<file path="src/rtl/alu_pkg.sv">
`default_nettype none
// ============================================================================
// Module      : alu_pkg
// Description : Shared ALU op codes and UART-interface FSM state encoding.
// Revision    : 1.0 - initial release
// ============================================================================
package alu_pkg;

    localparam logic [5:0] OP_ADD = 6'b100000;
    localparam logic [5:0] OP_SUB = 6'b100010;
    localparam logic [5:0] OP_AND = 6'b100100;
    localparam logic [5:0] OP_OR  = 6'b100101;
    localparam logic [5:0] OP_XOR = 6'b100110;
    localparam logic [5:0] OP_SRA = 6'b000011;
    localparam logic [5:0] OP_SRL = 6'b000010;
    localparam logic [5:0] OP_NOR = 6'b100111;

    typedef enum logic [2:0] {
        WAIT_A  = 3'd0,
        WAIT_B  = 3'd1,
        WAIT_OP = 3'd2,
        SEND    = 3'd3,
        WAIT_TX = 3'd4
    } state_t;

endpackage
`default_nettype wire

</file>
<file path="src/rtl/alu_op_check.sv">
`default_nettype none
// ============================================================================
// Module      : alu_op_check
// Description : Flags whether a received byte is a supported ALU op code.
// Revision    : 1.0 - initial release
// ============================================================================
module alu_op_check
    import alu_pkg::*;
#(
    parameter int NB_DATA = 8,
    parameter int NB_OP   = 6
) (
    input  logic [NB_DATA-1:0] op_byte,
    output logic               valid
);

    logic upper_zero;

    // Bits above the op field must be clear for the byte to be an op code.
    assign upper_zero = ((op_byte >> NB_OP) == '0);

    always_comb begin
        valid = 1'b0;
        case (op_byte[NB_OP-1:0])
            NB_OP'(OP_ADD),
            NB_OP'(OP_SUB),
            NB_OP'(OP_AND),
            NB_OP'(OP_OR),
            NB_OP'(OP_XOR),
            NB_OP'(OP_SRA),
            NB_OP'(OP_SRL),
            NB_OP'(OP_NOR): valid = upper_zero;
            default:        valid = 1'b0;
        endcase
    end

endmodule
`default_nettype wire

</file>
<file path="src/rtl/alu_uart_if.sv">
`default_nettype none
// ============================================================================
// Module      : alu_uart_if
// Description : Collects A, B and op bytes from a UART receiver, drives the
//               ALU and returns its result through the UART transmitter.
// Revision    : 1.0 - initial release
// ============================================================================
module alu_uart_if
    import alu_pkg::*;
#(
    parameter int NB_DATA = 8,
    parameter int NB_OP   = 6
) (
    input  logic               i_clk,
    input  logic               i_reset,
    input  logic [NB_DATA-1:0] i_rx_data,
    input  logic               i_rx_done,
    input  logic [NB_DATA-1:0] i_alu_result,
    input  logic               i_tx_done,
    output logic [NB_DATA-1:0] o_data_a,
    output logic [NB_DATA-1:0] o_data_b,
    output logic [NB_OP-1:0]   o_operation_code,
    output logic [NB_DATA-1:0] o_tx_data,
    output logic               o_tx_start,
    output logic               o_busy,
    output logic               o_error
);

    state_t state;
    logic   op_valid;

    alu_op_check #(
        .NB_DATA (NB_DATA),
        .NB_OP   (NB_OP)
    ) u_op_check (
        .op_byte (i_rx_data),
        .valid   (op_valid)
    );

    always_ff @(posedge i_clk) begin
        if (i_reset) begin
            state            <= WAIT_A;
            o_data_a         <= '0;
            o_data_b         <= '0;
            o_operation_code <= '0;
            o_tx_data        <= '0;
            o_tx_start       <= 1'b0;
            o_busy           <= 1'b0;
            o_error          <= 1'b0;
        end else begin
            o_tx_start <= 1'b0;
            o_error    <= 1'b0;
            case (state)
                WAIT_A: begin
                    if (i_rx_done) begin
                        o_data_a <= i_rx_data;
                        state    <= WAIT_B;
                    end
                end
                WAIT_B: begin
                    if (i_rx_done) begin
                        o_data_b <= i_rx_data;
                        state    <= WAIT_OP;
                    end
                end
                WAIT_OP: begin
                    if (i_rx_done) begin
                        if (op_valid) begin
                            o_operation_code <= i_rx_data[NB_OP-1:0];
                            o_busy           <= 1'b1;
                            state            <= SEND;
                        end else begin
                            o_error <= 1'b1;
                            state   <= WAIT_A;
                        end
                    end
                end
                SEND: begin
                    // ALU output has settled on the operands registered last cycle.
                    o_tx_data  <= i_alu_result;
                    o_tx_start <= 1'b1;
                    state      <= WAIT_TX;
                    if (i_rx_done) begin
                        o_error <= 1'b1;
                    end
                end
                WAIT_TX: begin
                    if (i_rx_done) begin
                        o_error <= 1'b1;
                    end
                    if (i_tx_done) begin
                        o_busy <= 1'b0;
                        state  <= WAIT_A;
                    end
                end
                default: begin
                    o_busy <= 1'b0;
                    state  <= WAIT_A;
                end
            endcase
        end
    end

endmodule
`default_nettype wire

</file>
<file path="config.mk">
export PLATFORM = sky130hd
export DESIGN_NAME = alu_uart_if
export DESIGN_NICKNAME = d
export VERILOG_FILES = /design/src/rtl/alu_pkg.sv /design/src/rtl/alu_op_check.sv /design/src/rtl/alu_uart_if.sv
export SDC_FILE = /design/constraint.sdc
export NUM_CORES = 1
export LEC_CHECK = 0
export BUFFER_PORTS_ARGS = -buffer_cell sky130_fd_sc_hd__buf_4
export CAP_MARGIN = 5
export CELL_PAD_IN_SITES_DETAIL_PLACEMENT = 0
export CELL_PAD_IN_SITES_GLOBAL_PLACEMENT = 1
export CORE_UTILIZATION = 30
export CTS_CLUSTER_SIZE = 16
export DETAILED_ROUTE_END_ITERATION = 6
export PLACE_DENSITY = 0.79
export RECOVER_POWER = 25
export SYNTH_ARGS = -nofsm -noshare
export SYNTH_HDL_FRONTEND = slang
export SYNTH_SLANG_ARGS = --single-unit
</file>
<file path="constraint.sdc">
create_clock -name i_clk -period 1.47 [get_ports i_clk]
set_input_delay 0.0735 -clock i_clk [delete_from_list [all_inputs] [get_ports i_clk]]
set_output_delay 0.0735 -clock i_clk [all_outputs]
set_load 0.02 [all_outputs]
</file>
==> metrics.cfg <==
[global_routing]
grt_use_met2=0.226
grt_pass1_wl_mm=5.73
antenna_found_initial=0
grt_max_degree=33
grt_util_met1=0.181
grtUsageTotal=0.146
grt-busiest-layer=met2
met3_usage=0.0556
first_global_vias=1211
overflow=0

[route]
num_vias=1343
first_pass_iters=6
ant_nets=0
viasPerCell=4.60
drtIter0Drc=32
routedWlPerCell_microns=12.2
drcViolationCount=0
wl_mm=3.57

[sta]
hold_slack_ns=0.0493
finalSetupTns_ns=0
finClkSkew_ns=0.00346
hold_viol=0
setup_violations=0
grt_setup_unrepaired=false
slew_headroom=0.749
fin_crit_ns=1.35
drv_slew=0
fmax_ghz=0.743
period_share=0.916
worstMarginPinSlew_ns=0.377

[logic_synthesis]
synthFlopType=dfxtp_1
synthTopCellsByCount=53 x nand2_1, 36 x dfxtp_1, 27 x a21oi_1, 10 x nand3_1
postSynthAreaPerCell_sq_um=8.55
yosysWarnings=0
synth.most_common_cell=nand2_1
synth_cell_types=29
yosysTopAreaCell=dfxtp_1
syn_inst=172
netlist_area_sq_um=1470
synth_edf_count=0
synth.area.top_cells=dfxtp_1 49%, nand2_1 14%, a21oi_1 9.2%
syn_nets=192
ys_seq_elements=36
ys_seq_area_frac=0.490
yosysTopAreaCellShare=0.490
async_flop_share=0

[min_path]
min_path_cells=3
whs_endpoint=o_tx_data[7]$_SDFFE_PP0P_
holdCritStartpoint=i_alu_result[7]
hold_class=input pin to flip-flop

[finish]
antenna_cells=0
multi_input_area_sq_um=684
syn2layout_area_growth_pct=32.1
seq_area_sq_um=721
drive_gt1_frac=0.258
fin_nets=245
num-fill-cells=514

[outcome]
status=complete, no violations

[worst_setup_path]
r2r_end=state[1]$_SDFFE_PP0P_
startpoint=state[1]$_SDFFE_PP0P_
crit_path_start_kind=flip-flop
worstSetupPathType=flip-flop to flip-flop
endpoint_kind=flip-flop
cp_max_fo=8
reg2reg_slack_ns=0.12
r2r_start=state[1]$_SDFFE_PP0P_
reg2reg_depth=4
cp.arrival_ns=1.54
critPathRequiredTime_ns=1.66

[placement]
gp_congestion=0.749
io_buffers=52
dp_hpwl_mm=2.50

[clock_network]
clkTransAtPathRegs_ns=0.07
htree_levels=2
post_cts_buffers=0
clockRootBuffer=clkbuf_8
tritoncts=yes
ctsHoldBuffers=0
insertion_delay_ns=0.28
cts.sinks=36
clockBufferDepth=2
cts-buffers-inserted=5

[pwr]
ir_drop_v=0.000460
p_per_area_nw_per_um2=1010
p_leak_nw=0.724

[die]
dieArea_sq_um=5180
die_x_microns=72.0
start_util=0.311
rows=25
fp.coreArea_sq_um=4720
ioPinCount=53
die_h_microns=72.0

[job]
maxCapViolCount=0

==> cells in the final DEF (no fill, tap or decap), drive strengths merged <==
| master | n |
|---|---|
| a2111oi | 1 |
| a211oi | 1 |
| a21oi | 27 |
| a221oi | 2 |
| a311oi | 1 |
| and2 | 2 |
| buf | 39 |
| clkbuf | 23 |
| clkinv | 2 |
| dfxtp | 36 |
| inv | 4 |
| mux2i | 4 |
| nand2 | 54 |
| nand3 | 10 |
| nand3b | 1 |
| nor2 | 3 |
| nor2b | 3 |
| nor3 | 3 |
| nor3b | 2 |
| nor4 | 1 |
| o211ai | 1 |
| o21ai | 2 |
| o221a | 1 |
| or2 | 1 |
| or3 | 1 |
==> through the flow <==
| stage | std cells | cell area, sq um | utilization | setup slack (ns) | total power (W) |
|---|---|---|---|---|---|
| global placement | 285 | 1920 | 0.406 | 0.0852 | 0.00134 |
| detailed placement | 285 | 1920 | 0.406 | 0.0772 | 0.00134 |
| CTS | 292 | 1990 | 0.422 | 0.0419 | 0.00200 |
| finish | 292 | 1940 | 0.411 | 0.124 | 0.00197 |
| global route | 292 | 1940 | 0.411 | 0.0179 | 0.00207 |
| floorplan | 172 | 1470 | - | 0.0941 | 0.00121 |
==> power by group <==
part / internal [W] / leakage (nW) / switching [W]
registers: 0.00101 / 0.292 / 0.0000240
clock network: 0.000322 / 0.0410 / 0.000327
logic: 0.000111 / 0.391 / 0.000173
total: 0.00144 / 0.724 / 0.000524
==> cells by family after synthesis <==
kind of cell	share of synthesized area
AO/OA/AOI/OAI	0.167
buffers and inverters	0.0519
flip-flops	0.490
multiplexers	0.0272
AND/OR/NAND/NOR	0.264
==> layer usage <==
| metal | vias to the layer above | routed length, microns | share of wire |
|---|---|---|---|
| met1 | 609 | 1660 | 0.46 |
| met5 | - | 0 | 0 |
| met2 | 44 | 1590 | 0.45 |
| li1 | 683 | - | - |
| met4 | 0 | 59 | 0.017 |
| met3 | 7 | 260 | 0.073 |
==> worst max-delay path by stage <==
| stage | depth (start not counted) | end | slack [ns] |
|---|---|---|---|
| global route | 4 | o_data_a[5]$_SDFFE_PP0P_ | 0.02 |
| floorplan | 5 | state[1]$_SDFFE_PP0P_ | 0.09 |
| detailed placement | 4 | o_operation_code[2]$_SDFFE_PP0P_ | 0.08 |
| finish | 4 | state[1]$_SDFFE_PP0P_ | 0.12 |
| CTS | 4 | o_operation_code[2]$_SDFFE_PP0P_ | 0.04 |
| global placement | 4 | state[1]$_SDFFE_PP0P_ | 0.09 |
==> flip-flops by register name (all words and copies together), names as in the netlist <==
| signal | count |
|---|---|
| o_data_a | 8 |
| o_operation_code | 6 |
| o_tx_start | 1 |
| o_busy | 1 |
| o_data_b | 8 |
| state | 3 |
| o_tx_data | 8 |
| o_error | 1 |
==> critical path, cell delays in order, from the launching register on <==
cell	delay (ns)
dfxtp_1	0.50
inv_1	0.14
nor3_1	0.19
a21oi_1	0.09
a2111oi_4	0.34
==> final cells by class <==
cell class                 count  area share
clock buffer                   6      0.0374
clock inverter                 1     0.00258
inverter                       5     0.00966
multi-input combinational    121       0.352
sequential                    36       0.371
tap                           67      0.0432
timing repair buffer          56       0.184
==> timing repair <==
item / in CTS / in global routing
endpoints found under the hold margin: 0 / 0
gates resized for setup: 0 / 5
endpoints found under the setup margin: 0 / 29
No activity file was read; power rests on OpenSTA's default activity.
